[config.mk]
export PLATFORM = sky130hd
export DESIGN_NAME = uart_rx_oversampler
export DESIGN_NICKNAME = d
export VERILOG_FILES = /design/src/rtl/uart_rx_oversampler.sv
export SDC_FILE = /design/constraint.sdc
export NUM_CORES = 1
export LEC_CHECK = 0
export ABC_CLOCK_PERIOD_IN_PS = 2000
export BUFFER_PORTS_ARGS = -buffer_cell sky130_fd_sc_hd__buf_2
export CAP_MARGIN = 5
export CELL_PAD_IN_SITES_DETAIL_PLACEMENT = 1
export CELL_PAD_IN_SITES_GLOBAL_PLACEMENT = 2
export CORE_MARGIN = 2
export CORE_UTILIZATION = 40
export CTS_CLUSTER_DIAMETER = 200
export DETAILED_ROUTE_END_ITERATION = 8
export PLACE_DENSITY_LB_ADDON = 0.1
export SLEW_MARGIN = 20
export SYNTH_ARGS = -nofsm -noshare
export SYNTH_HDL_FRONTEND = slang
export SYNTH_SLANG_ARGS = --single-unit
[constraint.sdc]
create_clock -name sysclk -period 2 [get_ports sysclk]
set_input_delay 0 -clock sysclk [delete_from_list [all_inputs] [get_ports sysclk]]
set_output_delay 0 -clock sysclk [all_outputs]
set_load 0.005 [all_outputs]
[src/rtl/uart_rx_oversampler.sv]
// 8N1 UART receiver running on sysclk, sampling off a 16x oversampling baud clock.
// brclk is edge-detected into a one-cycle tick; all FSM activity happens only on ticks.
module uart_rx_oversampler #(
  parameter int DATA_BITS   = 8,
  parameter int OVERSAMPLE  = 16,
  parameter int SYNC_STAGES = 2
) (
  input  logic                 sysclk,
  input  logic                 reset,
  input  logic                 brclk,
  input  logic                 rx,
  output logic [DATA_BITS-1:0] rx_data,
  output logic                 rx_valid,
  output logic                 frame_err,
  output logic                 busy
);
  localparam int CW = $clog2(OVERSAMPLE);
  localparam int BW = $clog2(DATA_BITS + 1);
  localparam logic [CW-1:0] C_MID  = CW'(OVERSAMPLE / 2 - 2);
  localparam logic [CW-1:0] C_END  = CW'(OVERSAMPLE - 1);
  localparam logic [BW-1:0] B_LAST = BW'(DATA_BITS - 1);

  typedef enum logic [1:0] {S_IDLE, S_START, S_DATA, S_STOP} state_t;

  state_t                 r_state, w_nx_state;
  logic [SYNC_STAGES-1:0] r_sync;
  logic                   r_brclk_d;
  logic [CW-1:0]          r_cnt, w_nx_cnt;
  logic [BW-1:0]          r_bit_idx, w_nx_bit;
  logic [DATA_BITS-1:0]   r_shift, w_nx_shift;
  logic [DATA_BITS-1:0]   r_data, w_nx_data;
  logic                   r_valid, w_nx_valid;
  logic                   r_ferr, w_nx_ferr;
  logic                   w_tick, w_rx_s;

  assign w_tick    = brclk & ~r_brclk_d;
  assign w_rx_s    = r_sync[SYNC_STAGES-1];
  assign rx_data   = r_data;
  assign rx_valid  = r_valid;
  assign frame_err = r_ferr;
  assign busy      = (r_state != S_IDLE);

  // Sync chain presets to idle-high so reset never looks like a start bit.
  always_ff @(posedge sysclk or negedge reset) begin
    if (!reset) begin
      r_sync    <= '1;
      r_brclk_d <= 1'b0;
    end else begin
      r_sync    <= {r_sync[SYNC_STAGES-2:0], rx};
      r_brclk_d <= brclk;
    end
  end

  always_ff @(posedge sysclk or negedge reset) begin
    if (!reset) begin
      r_state   <= S_IDLE;
      r_cnt     <= '0;
      r_bit_idx <= '0;
      r_shift   <= '0;
      r_data    <= '0;
      r_valid   <= 1'b0;
      r_ferr    <= 1'b0;
    end else begin
      r_state   <= w_nx_state;
      r_cnt     <= w_nx_cnt;
      r_bit_idx <= w_nx_bit;
      r_shift   <= w_nx_shift;
      r_data    <= w_nx_data;
      r_valid   <= w_nx_valid;
      r_ferr    <= w_nx_ferr;
    end
  end

  always_comb begin
    w_nx_state = r_state;
    w_nx_cnt   = r_cnt;
    w_nx_bit   = r_bit_idx;
    w_nx_shift = r_shift;
    w_nx_data  = r_data;
    w_nx_valid = 1'b0;
    w_nx_ferr  = 1'b0;
    if (w_tick) begin
      unique case (r_state)
        S_IDLE: begin
          if (!w_rx_s) begin
            w_nx_state = S_START;
            w_nx_cnt   = '0;
          end
        end
        S_START: begin
          // Re-check the line near mid start bit to reject short glitches.
          if (r_cnt == C_MID) begin
            w_nx_cnt   = '0;
            w_nx_bit   = '0;
            w_nx_state = w_rx_s ? S_IDLE : S_DATA;
          end else begin
            w_nx_cnt = r_cnt + CW'(1);
          end
        end
        S_DATA: begin
          if (r_cnt == C_END) begin
            w_nx_shift = {w_rx_s, r_shift[DATA_BITS-1:1]};
            w_nx_cnt   = '0;
            w_nx_bit   = r_bit_idx + BW'(1);
            if (r_bit_idx == B_LAST) w_nx_state = S_STOP;
          end else begin
            w_nx_cnt = r_cnt + CW'(1);
          end
        end
        S_STOP: begin
          // Leave at mid stop bit so a following start edge is caught immediately.
          if (r_cnt == C_END) begin
            if (w_rx_s) begin
              w_nx_data  = r_shift;
              w_nx_valid = 1'b1;
            end else begin
              w_nx_ferr  = 1'b1;
            end
            w_nx_state = S_IDLE;
            w_nx_cnt   = '0;
          end else begin
            w_nx_cnt = r_cnt + CW'(1);
          end
        end
        default: w_nx_state = S_IDLE;
      endcase
    end
  end
endmodule
# Yosys cells after proc, flatten, opt, wreduce, memory -nomap -nowiden

Cells that the tools add are included.

Register bits after elaboration: 31
Input port bits: 4
Output and inout bits: 11
Logic and storage cells: 55

Add/sub/neg operators: 2
Equality and inequality tests: 11
Muxes and demuxes: 22
Bitwise gates (word level): 2
Reductions and logical operators: 9

Operators by type and width:

| kind                                           | number |
|---|---|
| two-way mux 4 bit                              | 5 |
| two-way mux 2 bit                              | 6 |
| one-hot mux 4 bit (3 select lines)             | 1 |
| inequality test 2 bit (second input constant)  | 5 |
| adder 4 x 1 -> 4 bit (second input constant)   | 2 |
| == test 4 x 3 -> 1 bit (second input constant) | 2 |
| two-way mux 1 bit                              | 8 |
| one-hot mux 2 bit (4 select lines)             | 1 |
| one-hot mux 4 bit (2 select lines)             | 1 |
| AND reduction 4 bit                            | 2 |
| AND reduction 6 bit                            | 1 |
| == test 2 bit (second input constant)          | 2 |
| == test 4 bit (second input constant)          | 1 |
| nonzero test 2 bit                             | 2 |
| AND reduction 3 bit                            | 1 |
| == test 2 x 1 -> 1 bit (second input constant) | 1 |
| zero test 2 bit                                | 1 |
| AND reduction 2 bit                            | 1 |
| OR reduction 2 bit                             | 1 |
| AND 1 bit                                      | 1 |
| NOT 1 bit                                      | 1 |

# Longest topological paths before layout

Depth after elaboration: 4
Depth in mapped cells: 5
Mapped depth without buffers: 5

# Least setup slack after synthesis

No wires, ideal clock.

Path type: reg-to-reg
Start: register r_cnt[0]
End: register r_shift[0]
Setup time: 0.125 ns
Arrival time: 1.613 ns
Required time: 1.875 ns
Slack: 0.262 ns
Stages on the path, launching flop included: 6
Path buffers: 1
Clock period less this slack: 1.738 ns
Cells stage by stage: dfrtp_1 ha_1 nand3_4 or4_4 buf_6 mux2_4

Cells in the longest elaborated chain, start to end: 2

RTL lines:

| what                                 | RTL line | text |
|---|---|---|
| start: declaration                   | 28       | `logic [CW-1:0] r_cnt, w_nx_cnt;` |
| start signal: assignment             | 65       | `r_cnt <= w_nx_cnt;` |
| == test 4 bit                        | 101      | `if (r_cnt == C_END) begin` |
| AND reduction 3 bit (no source line) | n/a      |  |
| end signal: assignment               | 67       | `r_shift <= w_nx_shift;` |
| end: declaration                     | 30       | `logic [DATA_BITS-1:0] r_shift, w_nx_shift;` |

No other way between the ends.
A chain may end at the register's enable or synchronous reset.

# Worst setup path in the final report

Start: register r_cnt[0]
End: register r_shift[7]

Same word-level chain as after synthesis.

==> flow_summary_export.csv <==
group,metric,value,unit
status,run_status,"finished, final reports clean",
clocking,cts_tree,"yes",
sta,post-route-period-util,92.7,%
worst_setup_path,crit_slowest_cell,"or4_4",
die,initial_core_util,41.8,%
detailed_routing,drtAntennaViolNets,0,
sta,hold_viol,0,
logic_synthesis,synthTopCellsByCount,"29 x dfrtp_1, 9 x mux2_2, 8 x mux2_4",
sta,clock.fmax,539,MHz
logic_synthesis,async_reset_ff_share,100,%
cells_and_area,regArea,778,um^2
worst_setup_path,worst_ep_arrival_time,2.06,ns
power_and_ir_drop,p_sw,0.000494,W
worst_setup_path,critical_path_class,"flop to flop",
logic_synthesis,synth_top_flop_cell,"dfrtp_1",
cells_and_area,multi_input_area,583,um^2
logic_synthesis,yosys-top-cells-area,"dfrtp_1 52%, mux2_4 8.5%, mux2_2 7.2%, dfstp_2 3.7%, ha_1 2.7%",
detailed_routing,routed_wl,2580,um
sta,maxSlewHeadroom,55.9,%
logic_synthesis,synth_top_area_cell,"dfrtp_1",
worst_setup_path,startpoint_type,"flop",
die,row_count,21,
clocking,cts-root-buf,"clkbuf_4",
power_and_ir_drop,leakage,0.782,nW
power_and_ir_drop,clkPwrFrac,24.4,%
power_and_ir_drop,combPwrFrac,22.0,%
detailed_routing,vias_per_cell,5.18,
logic_synthesis,yosysSeqAreaShare,55.3,%
worst_setup_path,cp_cell_sequence,"ha_1 > nand3_4 > or4_4 > mux2_4",
placement,port-buffer-count,14,
detailed_routing,initialDrtViolationCount,19,
global_routing,grt_max_degree,32,
global_routing,busiest_layer,"met2",
cells_and_area,syn2layout_area_growth,14.4,%
clocking,clk_path_buf_depth,2,
global_routing,track_usage,15.2,%
sta,skew,0.00771,ns
placement,gp_congestion,0.721,
min_path,hp-class,"primary input to asynchronous set/reset pin",
detailed_routing,remaining_drc_errors,0,
die,die_x,63.3,um
placement,place_ws,0.142,ns
detailed_routing,num_vias,896,
clocking,worstSkewPairLatency,0.32,ns
sta,rsz0062_at_grt,"false",
logic_synthesis,synth_edf_count,0,
logic_synthesis,synth_top_area_share,51.6,%
sta,setup_viol,0,
clocking,postCtsSetupBuffers,0,
sta,finalSetupTns,0,ns
logic_synthesis,yosysUniqueCellTypes,33,
power_and_ir_drop,ir_drop,427,uV
detailed_routing,dr.pass1.iters,4,
global_routing,gr-total-overflow,0,
worst_setup_path,cp-end-kind,"flop",
worst_setup_path,crit_path_max_fanout,10,
global_routing,grt_use_met1,18.6,%
worst_setup_path,cpPeakStageDelay,0.56,ns
die,io_pins,15,
worst_setup_path,cp.required,2.21,ns
clocking,clock_sinks,31,
global_routing,use_met3,5.89,%
sta,worstMarginPinSlew,0.661,ns
sta,holdWs,0.239,ns
clocking,cts_resized,0,
logic_synthesis,yosysMostFrequentCell,"dfrtp_1",
clocking,path_clk_slew,0.09,ns
sta,timing.final.ws_setup,0.145,ns
cells_and_area,fin_nets,133,
power_and_ir_drop,swShare,32.3,%
cells_and_area,num-fill-cells,378,
global_routing,grt_antenna_before_repair,0,
logic_synthesis,ys_ff_latch,31,
die,coreArea,3360,um^2
sta,fin_crit,1.85,ns
sta,maxSlewViolCount,0,
clocking,htreeDepth,2,
logic_synthesis,synth_cells,103,
logic_synthesis,avgSynthCellArea,13.7,um^2
cells_and_area,layout-drive-gt1-share,37.0,%
logic_synthesis,yosysWarnings,0,
detailed_routing,post_drt_wl_per_cell,14.9,um
global_routing,gr-usage-met2,24.3,%
placement,place_hpwl,1850,um
global_routing,grt_pass1_vias,1002,
power_and_ir_drop,seqPwrFrac,53.5,%
die,die_h,63.3,um
cells_and_area,n_antenna_cell,0,
logic_synthesis,synthesis.nets,110,
global_routing,grt_pass1_wl,4620,um
run,cap_violations,0,
die,dieArea,4010,um^2
power_and_ir_drop,power_density,950,nW/um^2
logic_synthesis,syn_area,1410,um^2
power_and_ir_drop,p_int,0.00104,W
clocking,numCtsBuffers,5,
power groups by stage:
stage | clock network (W) | logic (W) | registers, W
after floorplan | 0 | 0.000279 | 0.000788
after global placement | 0 | 0.000318 | 0.000827
after detailed placement | 0 | 0.000339 | 0.000833
after CTS | 0.000390 | 0.000346 | 0.000820
after global routing | 0.000432 | 0.000381 | 0.000836
final | 0.000374 | 0.000337 | 0.000818
layout by cell type (no fill, tap or decap), types with 3 or more instances in the layout:
| cell type | instances |
|---|---|
| buf_2 | 14 |
| mux2_4 | 8 |
| inv_1 | 6 |
| clkbuf_4 | 5 |
| dfrtp_1 | 29 |
| dlygate4sd3_1 | 3 |
| a22o_1 | 3 |
| nand2_1 | 3 |
| nor3_1 | 4 |
| nand3_1 | 4 |
| ha_1 | 3 |
| mux2_2 | 9 |
registers in the layout, summed over array words and instances, names as in the netlist, named ones only:
signal,count
frame_err,1
r_bit_idx,4
r_brclk_d,1
r_cnt,4
r_shift,8
r_state,1
r_sync,2
rx_data,8
rx_valid,1
what timing repair did:
| action | 4_1_cts | 5_1_grt |
|---|---|---|
| hold buffers | 3 | 0 |
| hold endpoints to repair | 31 | 0 |
| endpoints found under the setup margin | 0 | 0 |
critical path, delay by kind of cell, from the launching register on:
family                   cells  cell delay, ns
adder cells (fa/ha/maj)      1            0.29
flip-flops                   1            0.43
multiplexers                 1            0.34
AND/OR/NAND/NOR              2            0.69
layout make-up:
class / count / area share [%]
clock buffer: 7 / 3.42
clock inverter: 1 / 0.311
inverter: 6 / 1.40
multi-input combinational: 64 / 36.2
sequential: 31 / 48.4
tap: 46 / 3.58
timing repair buffer: 18 / 6.69
cell families (layout without fill, tap and decap cells):
logic type | after synthesis | in the layout | synth area share [%]
buf+inv | 8 | 32 | 3.20
compound gates | 14 | 14 | 7.38
mux | 18 | 18 | 16.5
simple gates | 29 | 29 | 14.9
flops | 31 | 31 | 55.3
fa+ha+maj | 3 | 3 | 2.67
worst paths after layout:
check / startpoint / to / slack [ns] / cells past startpoint
setup / recovery: r_cnt[0]$_DFFE_PN0P_ / r_shift[7]$_DFFE_PN0P_ / 0.15 / 4
setup reg to reg: r_cnt[0]$_DFFE_PN0P_ / r_shift[7]$_DFFE_PN0P_ / 0.15 / 4
max in group asynchronous: reset / r_cnt[1]$_DFFE_PN0P_ / 1.33 / 2
hold / removal: reset / r_cnt[2]$_DFFE_PN0P_ / 0.24 / 2
hold reg to reg: r_sync[0]$_DFF_PN1_ / r_sync[1]$_DFF_PN1_ / 0.36 / 0
min in group sysclk: rx / r_sync[0]$_DFF_PN1_ / 0.32 / 2
layer usage:
layer | vias to the layer above | routed length [um]
met4 | 0 | 44
met3 | 5 | 76
met1 | 450 | 1230
li1 | 428 | -
met5 | - | 0
met2 | 13 | 1230
stage by stage:
stage	cell area, um^2	cells	power, W	utilization, %
2_1_floorplan	1410	103	0.00107	-
3_3_place_gp	1520	162	0.00115	45.2
3_5_place_dp	1520	162	0.00117	45.2
4_1_cts	1610	173	0.00156	47.8
5_1_grt	1610	173	0.00165	47.8
6_report	1610	173	0.00153	47.8
No activity file was read; power rests on OpenSTA's default activity.
